File: config.mk
export PLATFORM = sky130hd
export DESIGN_NAME = aead_stream_ctrl
export DESIGN_NICKNAME = d
export VERILOG_FILES = /design/src/rtl/aead_stream_ctrl.sv
export SDC_FILE = /design/constraint.sdc
export NUM_CORES = 2
export LEC_CHECK = 0
export BUFFER_PORTS_ARGS = -buffer_cell sky130_fd_sc_hd__buf_2
export CORE_MARGIN = 2
export CORE_UTILIZATION = 30
export CTS_CLUSTER_SIZE = 10
export DETAILED_ROUTE_END_ITERATION = 16
export GPL_TIMING_DRIVEN = 0
export PLACE_DENSITY = 0.51
export REMOVE_ABC_BUFFERS = 1
export SYNTH_ARGS = -nofsm -noshare
export SYNTH_HDL_FRONTEND = slang
export SYNTH_SLANG_ARGS = --single-unit
File: constraint.sdc
create_clock -name clk -period 4 [get_ports clk]
set_input_delay 0.2 -clock clk [delete_from_list [all_inputs] [get_ports clk]]
set_output_delay 0.2 -clock clk [all_outputs]
set_load 0.02 [all_outputs]
File: src/rtl/aead_stream_ctrl.sv
// aead_stream_ctrl: lane-serial field loader, AEAD core sequencer and LSB-first result streamer.
// Optional macro AEAD_RELEASE_GUARD_EN: decrypt data beats are forced to zero when the tag check fails.

module aead_stream_ctrl #(
  parameter int K = 128,
  parameter int L = 32,
  parameter int Y = 32,
  parameter int W = 1
) (
  input  logic           clk,
  input  logic           rst,
  input  logic           in_valid,
  output logic           in_ready,
  input  logic [2:0]     in_sel,
  input  logic [W-1:0]   in_data,
  input  logic           cmd_valid,
  output logic           cmd_ready,
  input  logic           cmd_dec,
  output logic [K-1:0]   core_key,
  output logic [127:0]   core_nonce,
  output logic [L-1:0]   core_ad,
  output logic [Y-1:0]   core_din,
  output logic           core_start,
  output logic           core_dec,
  input  logic           core_done,
  input  logic [Y-1:0]   core_dout,
  input  logic [127:0]   core_tag,
  output logic           out_valid,
  input  logic           out_ready,
  output logic [W-1:0]   out_data,
  output logic           out_last,
  output logic           auth_valid,
  output logic           auth_ok
);

  localparam int KB  = K / W;
  localparam int NB  = 128 / W;
  localparam int AB  = L / W;
  localparam int DB  = Y / W;
  localparam int TB  = 128 / W;
  localparam int MB0 = (KB > NB) ? KB : NB;
  localparam int MB1 = (AB > DB) ? AB : DB;
  localparam int MB  = (MB0 > MB1) ? MB0 : MB1;
  localparam int CW  = $clog2(MB + 1);
  localparam int OB  = DB + TB;
  localparam int OCW = $clog2(OB + 1);
  localparam int RW  = Y + 128;

  typedef enum logic [2:0] {
    S_IDLE    = 3'd0,
    S_START   = 3'd1,
    S_WAIT    = 3'd2,
    S_OUT     = 3'd3,
    S_VERDICT = 3'd4
  } state_t;

  state_t         state_q, state_d;
  logic           dec_q, dec_d;
  logic           live_q;
  logic [K-1:0]   key_q, key_d;
  logic [127:0]   non_q, non_d;
  logic [L-1:0]   ad_q, ad_d;
  logic [Y-1:0]   din_q, din_d;
  logic [127:0]   tag_q, tag_d;
  logic [CW-1:0]  key_cnt_q, key_cnt_d;
  logic [CW-1:0]  non_cnt_q, non_cnt_d;
  logic [CW-1:0]  ad_cnt_q, ad_cnt_d;
  logic [CW-1:0]  din_cnt_q, din_cnt_d;
  logic [CW-1:0]  tag_cnt_q, tag_cnt_d;
  logic [RW-1:0]  ores_q, ores_d;
  logic [OCW-1:0] out_cnt_q, out_cnt_d;
  logic           out_valid_q, out_valid_d;
  logic           out_last_q, out_last_d;
  logic           auth_ok_q, auth_ok_d;
  logic           auth_valid_q, auth_valid_d;
  logic           core_start_q, core_start_d;
  logic           core_dec_q, core_dec_d;

  logic           key_full_s, non_full_s, ad_full_s, din_full_s, tag_full_s;
  logic           sel_full_s, in_ready_s, cmd_ready_s, beat_s, clr_s, tag_match_s;
  logic [OCW-1:0] ob_total_s;
  logic [Y-1:0]   dout_rel_s;

  assign key_full_s  = (key_cnt_q == CW'(KB));
  assign non_full_s  = (non_cnt_q == CW'(NB));
  assign ad_full_s   = (ad_cnt_q  == CW'(AB));
  assign din_full_s  = (din_cnt_q == CW'(DB));
  assign tag_full_s  = (tag_cnt_q == CW'(TB));
  assign tag_match_s = (core_tag == tag_q);
  assign ob_total_s  = dec_q ? OCW'(DB) : OCW'(OB);

  // Fullness of the field addressed by in_sel; unknown selectors never accept.
  always_comb begin
    sel_full_s = 1'b1;
    case (in_sel)
      3'd0:    sel_full_s = key_full_s;
      3'd1:    sel_full_s = non_full_s;
      3'd2:    sel_full_s = ad_full_s;
      3'd3:    sel_full_s = din_full_s;
      3'd4:    sel_full_s = tag_full_s;
      default: sel_full_s = 1'b1;
    endcase
  end

  assign in_ready_s  = live_q && (state_q == S_IDLE) && !sel_full_s;
  assign beat_s      = in_valid && in_ready_s;
  assign cmd_ready_s = live_q && (state_q == S_IDLE) && key_full_s && non_full_s &&
                       ad_full_s && din_full_s && (!cmd_dec || tag_full_s);

  // Release guard: a failed decrypt never exposes the core's plaintext.
  always_comb begin
`ifdef AEAD_RELEASE_GUARD_EN
    if (dec_q && !tag_match_s) begin
      dout_rel_s = {Y{1'b0}};
    end else begin
      dout_rel_s = core_dout;
    end
`else
    dout_rel_s = core_dout;
`endif
  end

  // Sequencer next state, result streaming and field loading.
  always_comb begin
    state_d     = state_q;
    dec_d       = dec_q;
    key_d       = key_q;
    non_d       = non_q;
    ad_d        = ad_q;
    din_d       = din_q;
    tag_d       = tag_q;
    key_cnt_d   = key_cnt_q;
    non_cnt_d   = non_cnt_q;
    ad_cnt_d    = ad_cnt_q;
    din_cnt_d   = din_cnt_q;
    tag_cnt_d   = tag_cnt_q;
    ores_d      = ores_q;
    out_cnt_d   = out_cnt_q;
    out_valid_d = out_valid_q;
    out_last_d  = out_last_q;
    auth_ok_d   = auth_ok_q;
    clr_s       = 1'b0;

    case (state_q)
      S_IDLE: begin
        if (cmd_valid && cmd_ready_s) begin
          state_d   = S_START;
          dec_d     = cmd_dec;
          auth_ok_d = 1'b0;
        end else begin
          state_d = S_IDLE;
        end
      end
      S_START: begin
        state_d = S_WAIT;
      end
      S_WAIT: begin
        if (core_done) begin
          state_d     = S_OUT;
          auth_ok_d   = tag_match_s;
          ores_d      = {core_tag, dout_rel_s};
          out_cnt_d   = {OCW{1'b0}};
          out_valid_d = 1'b1;
          out_last_d  = (ob_total_s == OCW'(1));
        end else begin
          state_d = S_WAIT;
        end
      end
      S_OUT: begin
        if (out_valid_q && out_ready) begin
          if (out_last_q) begin
            state_d     = dec_q ? S_VERDICT : S_IDLE;
            clr_s       = !dec_q;
            ores_d      = {RW{1'b0}};
            out_cnt_d   = {OCW{1'b0}};
            out_valid_d = 1'b0;
            out_last_d  = 1'b0;
          end else begin
            ores_d     = ores_q >> W;
            out_cnt_d  = out_cnt_q + OCW'(1);
            out_last_d = ((out_cnt_q + OCW'(1)) == (ob_total_s - OCW'(1)));
          end
        end else begin
          state_d = S_OUT;
        end
      end
      S_VERDICT: begin
        state_d = S_IDLE;
        clr_s   = 1'b1;
      end
      default: begin
        state_d = S_IDLE;
        clr_s   = 1'b1;
      end
    endcase

    // Loads happen only in IDLE and clears only on leaving an operation, so they never overlap.
    if (beat_s) begin
      case (in_sel)
        3'd0: begin
          key_d     = (key_q << W) | K'(in_data);
          key_cnt_d = key_cnt_q + CW'(1);
        end
        3'd1: begin
          non_d     = (non_q << W) | 128'(in_data);
          non_cnt_d = non_cnt_q + CW'(1);
        end
        3'd2: begin
          ad_d     = (ad_q << W) | L'(in_data);
          ad_cnt_d = ad_cnt_q + CW'(1);
        end
        3'd3: begin
          din_d     = (din_q << W) | Y'(in_data);
          din_cnt_d = din_cnt_q + CW'(1);
        end
        3'd4: begin
          tag_d     = (tag_q << W) | 128'(in_data);
          tag_cnt_d = tag_cnt_q + CW'(1);
        end
        default: begin
          key_cnt_d = key_cnt_q;
        end
      endcase
    end else if (clr_s) begin
      non_cnt_d = {CW{1'b0}};
      ad_cnt_d  = {CW{1'b0}};
      din_cnt_d = {CW{1'b0}};
      tag_cnt_d = {CW{1'b0}};
    end else begin
      key_cnt_d = key_cnt_q;
    end

    core_start_d = (state_d == S_START);
    auth_valid_d = (state_d == S_VERDICT);
    core_dec_d   = (state_d != S_IDLE) ? dec_d : 1'b0;
  end

  // State and datapath registers; reset wipes everything including the key.
  always_ff @(posedge clk) begin
    if (rst) begin
      state_q      <= S_IDLE;
      dec_q        <= 1'b0;
      live_q       <= 1'b0;
      key_q        <= {K{1'b0}};
      non_q        <= 128'd0;
      ad_q         <= {L{1'b0}};
      din_q        <= {Y{1'b0}};
      tag_q        <= 128'd0;
      key_cnt_q    <= {CW{1'b0}};
      non_cnt_q    <= {CW{1'b0}};
      ad_cnt_q     <= {CW{1'b0}};
      din_cnt_q    <= {CW{1'b0}};
      tag_cnt_q    <= {CW{1'b0}};
      ores_q       <= {RW{1'b0}};
      out_cnt_q    <= {OCW{1'b0}};
      out_valid_q  <= 1'b0;
      out_last_q   <= 1'b0;
      auth_ok_q    <= 1'b0;
      auth_valid_q <= 1'b0;
      core_start_q <= 1'b0;
      core_dec_q   <= 1'b0;
    end else begin
      state_q      <= state_d;
      dec_q        <= dec_d;
      live_q       <= 1'b1;
      key_q        <= key_d;
      non_q        <= non_d;
      ad_q         <= ad_d;
      din_q        <= din_d;
      tag_q        <= tag_d;
      key_cnt_q    <= key_cnt_d;
      non_cnt_q    <= non_cnt_d;
      ad_cnt_q     <= ad_cnt_d;
      din_cnt_q    <= din_cnt_d;
      tag_cnt_q    <= tag_cnt_d;
      ores_q       <= ores_d;
      out_cnt_q    <= out_cnt_d;
      out_valid_q  <= out_valid_d;
      out_last_q   <= out_last_d;
      auth_ok_q    <= auth_ok_d;
      auth_valid_q <= auth_valid_d;
      core_start_q <= core_start_d;
      core_dec_q   <= core_dec_d;
    end
  end

  assign in_ready   = in_ready_s;
  assign cmd_ready  = cmd_ready_s;
  assign core_key   = key_q;
  assign core_nonce = non_q;
  assign core_ad    = ad_q;
  assign core_din   = din_q;
  assign core_start = core_start_q;
  assign core_dec   = core_dec_q;
  assign out_valid  = out_valid_q;
  assign out_data   = ores_q[W-1:0];
  assign out_last   = out_last_q;
  assign auth_valid = auth_valid_q;
  assign auth_ok    = auth_ok_q;

endmodule

==> flow_summary.json <==
{
  "synth_top_family_by_area": "simple AND/OR/NAND/NOR gates",
  "post-cts-setup-buffer-count": 0,
  "clk_latency_ns": 0.64,
  "syn_inst": 3419,
  "rsz0062_at_grt": "false",
  "cts_inserted_buffers": 80,
  "clk_pin_slew_ns": 0.06,
  "power_leakage_nw": 12.63,
  "critPathLaunchType": "register",
  "yosysSeqAreaShare": 0.5029,
  "hold_buffers": 163,
  "overflow": 0,
  "via_per_inst": 4.847,
  "fmax_mhz": 289.9,
  "dieArea_um2": 90890,
  "post-route-period-util": 0.8624,
  "synth-simple-area-share": 0.2579,
  "yosys_warnings": 0,
  "hold_slack_ns": 0.08013,
  "ir_drop_mv": 0.3124,
  "netlist_area_um2": 26550,
  "vias": 24990,
  "cts-root-buf": "clkbuf_16",
  "drc": 0,
  "layout-drive-gt1-share": 0.1650,
  "yosys_most_used_dff": "dfxtp_1",
  "timing_worst_slew_pin_value_ns": 1.339,
  "synth-xor-area-share": 0.04520,
  "setup_ws_ns": 0.5505,
  "yosysMostFrequentCell": "nand2_1",
  "die_w_um": 301.5,
  "crit_fanout": 37,
  "fin_nets": 4134,
  "ant_nets": 0,
  "synthMuxAreaShare": 0.0003770,
  "dr.first_iter.drc_count": 1903,
  "cp.arrival_ns": 3.95,
  "area_growth_pct": 29.05,
  "maxSlewViolCount": 0,
  "synthTopCellsByCount": "nand2_1, dfxtp_1, a21oi_1",
  "routed_wl_um": 89510,
  "gp_congestion": 0.7864,
  "async_flop_share": 0,
  "startpoint": "state_q[0]$_SDFF_PP0_",
  "hpwl_um": 60700,
  "cts_buffer_depth": 3,
  "hp-class": "in2reg",
  "required_ns": 4.50,
  "critPathKind": "reg2reg",
  "portBuffers": 499,
  "p_per_area_nw_per_um2": 403.7,
  "synth_fa_ha_area_frac": 0.005655,
  "grt_first_pass_wirelength_um": 136500,
  "grt_max_degree": 144,
  "synth_top_cell_area_share": 0.5029,
  "synth-edff-count": 0,
  "htreeDepth": 3,
  "grt_pass1_vias": 23340,
  "die_h_um": 301.5,
  "rows": 109,
  "synth_top_area_cell": "dfxtp_1",
  "cts.sinks": 667,
  "endpoint_kind": "register",
  "reg2reg_to": "din_cnt_q[5]$_SDFFE_PP0P_",
  "drt_pass1_iterations": 7,
  "yosys_register_bits": 667,
  "wl_per_cell_um": 17.36,
  "cts_resized": 0,
  "r2r_cells": 5,
  "max_slew_margin": 0.1070,
  "cts_tree": "done",
  "synth_cell_type_count": 52,
  "drv_cap": 0,
  "endpoint": "din_cnt_q[5]$_SDFFE_PP0P_",
  "synth.avg_cell_area_um2": 7.765,
  "synth_area_leaders": "dfxtp_1, nand2_1, a21oi_1",
  "grt_usage": 0.1881,
  "r2r_start": "state_q[0]$_SDFF_PP0_",
  "ioPinCount": 500,
  "hold_violations": 0,
  "start_util": 0.3013,
  "antenna_found_initial": 13,
  "synth-compound-area-share": 0.1421,
  "status": "finished clean",
  "pre_cts_slack_ns": 0.5271,
  "skew_ns": 0.04217,
  "r2r_setup_slack_ns": 0.55,
  "period_minus_slack_ns": 3.450,
  "coreArea_um2": 88100,
  "finalSetupViolCount": 0
}
==> routing by layer <==
| metal | vias to the layer above | GRT usage | share of wire |
|---|---|---|---|
| met3 | 130 | 0.03782 | 0.060 |
| li1 | 12500 | - | - |
| met2 | 630 | 0.3145 | 0.48 |
| met4 | 8 | 0.04491 | 0.020 |
| met1 | 11720 | 0.2481 | 0.44 |
| met5 | - | 0 | 0.00058 |
==> worst min path at each step <==
stage | start | endpoint | slack [ns] | cells after the start
after global placement | core_nonce[127]$_SDFFE_PP0P_ | core_nonce[127]$_SDFFE_PP0P_ | 0.44 | 2
after global routing | cmd_valid | dec_q$_SDFF_PP0_ | 0.09 | 5
final | cmd_valid | dec_q$_SDFF_PP0_ | 0.08 | 5
after detailed placement | core_key[127]$_SDFFE_PP0P_ | core_key[127]$_SDFFE_PP0P_ | 0.44 | 2
after CTS | cmd_valid | dec_q$_SDFF_PP0_ | 0.03 | 5
after floorplan | rst | ad_cnt_q[1]$_SDFFE_PP0P_ | 0.27 | 1
==> worst max-delay path, cell delays in order (launching register included) <==
cell,delay (ns)
dfxtp_1,0.45
nor4b_2,0.56
and3_1,0.54
nand4_2,0.88
or4_1,0.78
o311ai_0,0.10
==> flip-flops by register name, indices dropped and copies added (netlist names), 8 cells and up <==
name,cells
core_ad,32
din_cnt_q,8
ad_cnt_q,8
tag_q,128
tag_cnt_q,8
ores_q,160
out_cnt_q,8
core_key,128
core_nonce,128
core_din,32
key_cnt_q,8
non_cnt_q,8
==> through the flow <==
step | cells | total power (W) | setup TNS (ns) | instance area, µm² | utilization
global route | 5151 | 0.01436 | 0 | 34250 | 0.3888
floorplan | 3164 | 0.006890 | -743.82 | 25450 | -
detailed placement | 4870 | 0.007234 | 0 | 30290 | 0.3438
finish | 5155 | 0.01383 | 0 | 34260 | 0.3889
CTS | 5147 | 0.01406 | 0 | 34240 | 0.3886
global placement | 4828 | 0.007219 | -5026.17 | 29410 | 0.3338
==> where the power goes <==
part / switching, W / internal (W)
clock network: 0.00284 / 0.00376
logic: 0.000342 / 0.000232
registers: 0.00000143 / 0.00665
==> layout by cell type (no fill, tap or decap), types with 4 or more instances in the layout <==
cell           instances
a211oi_1               7
a21oi_1              477
a31oi_1              157
and3_1                11
and4_1                 5
buf_12                 5
buf_16                17
buf_2                498
buf_6                 11
buf_8                  9
clkbuf_1              19
clkbuf_16             80
clkbuf_8               6
dfxtp_1              667
diode_2                7
dlygate4sd3_1        163
ha_1                  12
inv_1                 32
nand2_1             1230
nand2b_1               5
nand3_1              193
nand3b_1               6
nand4_1               21
nor2_1                48
nor2b_1                6
nor3_1                23
nor3b_1               13
nor4_1                31
o21ai_0               13
o32ai_1               12
or3_1                  4
or4_1                  4
xnor2_1               19
xor2_1               118
==> layout make-up <==
cell class / count / area [µm²]
flip-flops and latches: 667 / 13350
clock inverters: 9 / 157.7
clock buffers: 105 / 2156
fillers: 9276 / 53840
inverters: 32 / 120.1
multi-input cells: 2465 / 12030
repair buffers: 705 / 4966
well taps: 1165 / 1458
diodes: 7 / 17.52
==> kinds of logic after synthesis <==
| logic type | Yosys count |
|---|---|
| buffers and inverters | 287 |
| AOI/OAI and AO/OA | 687 |
| muxes | 1 |
| xor gates and xnor gates | 137 |
| adders and majority gates | 12 |
| DFF | 667 |
| and+or+nand+nor | 1628 |
Power figures use the tool's default switching activity.
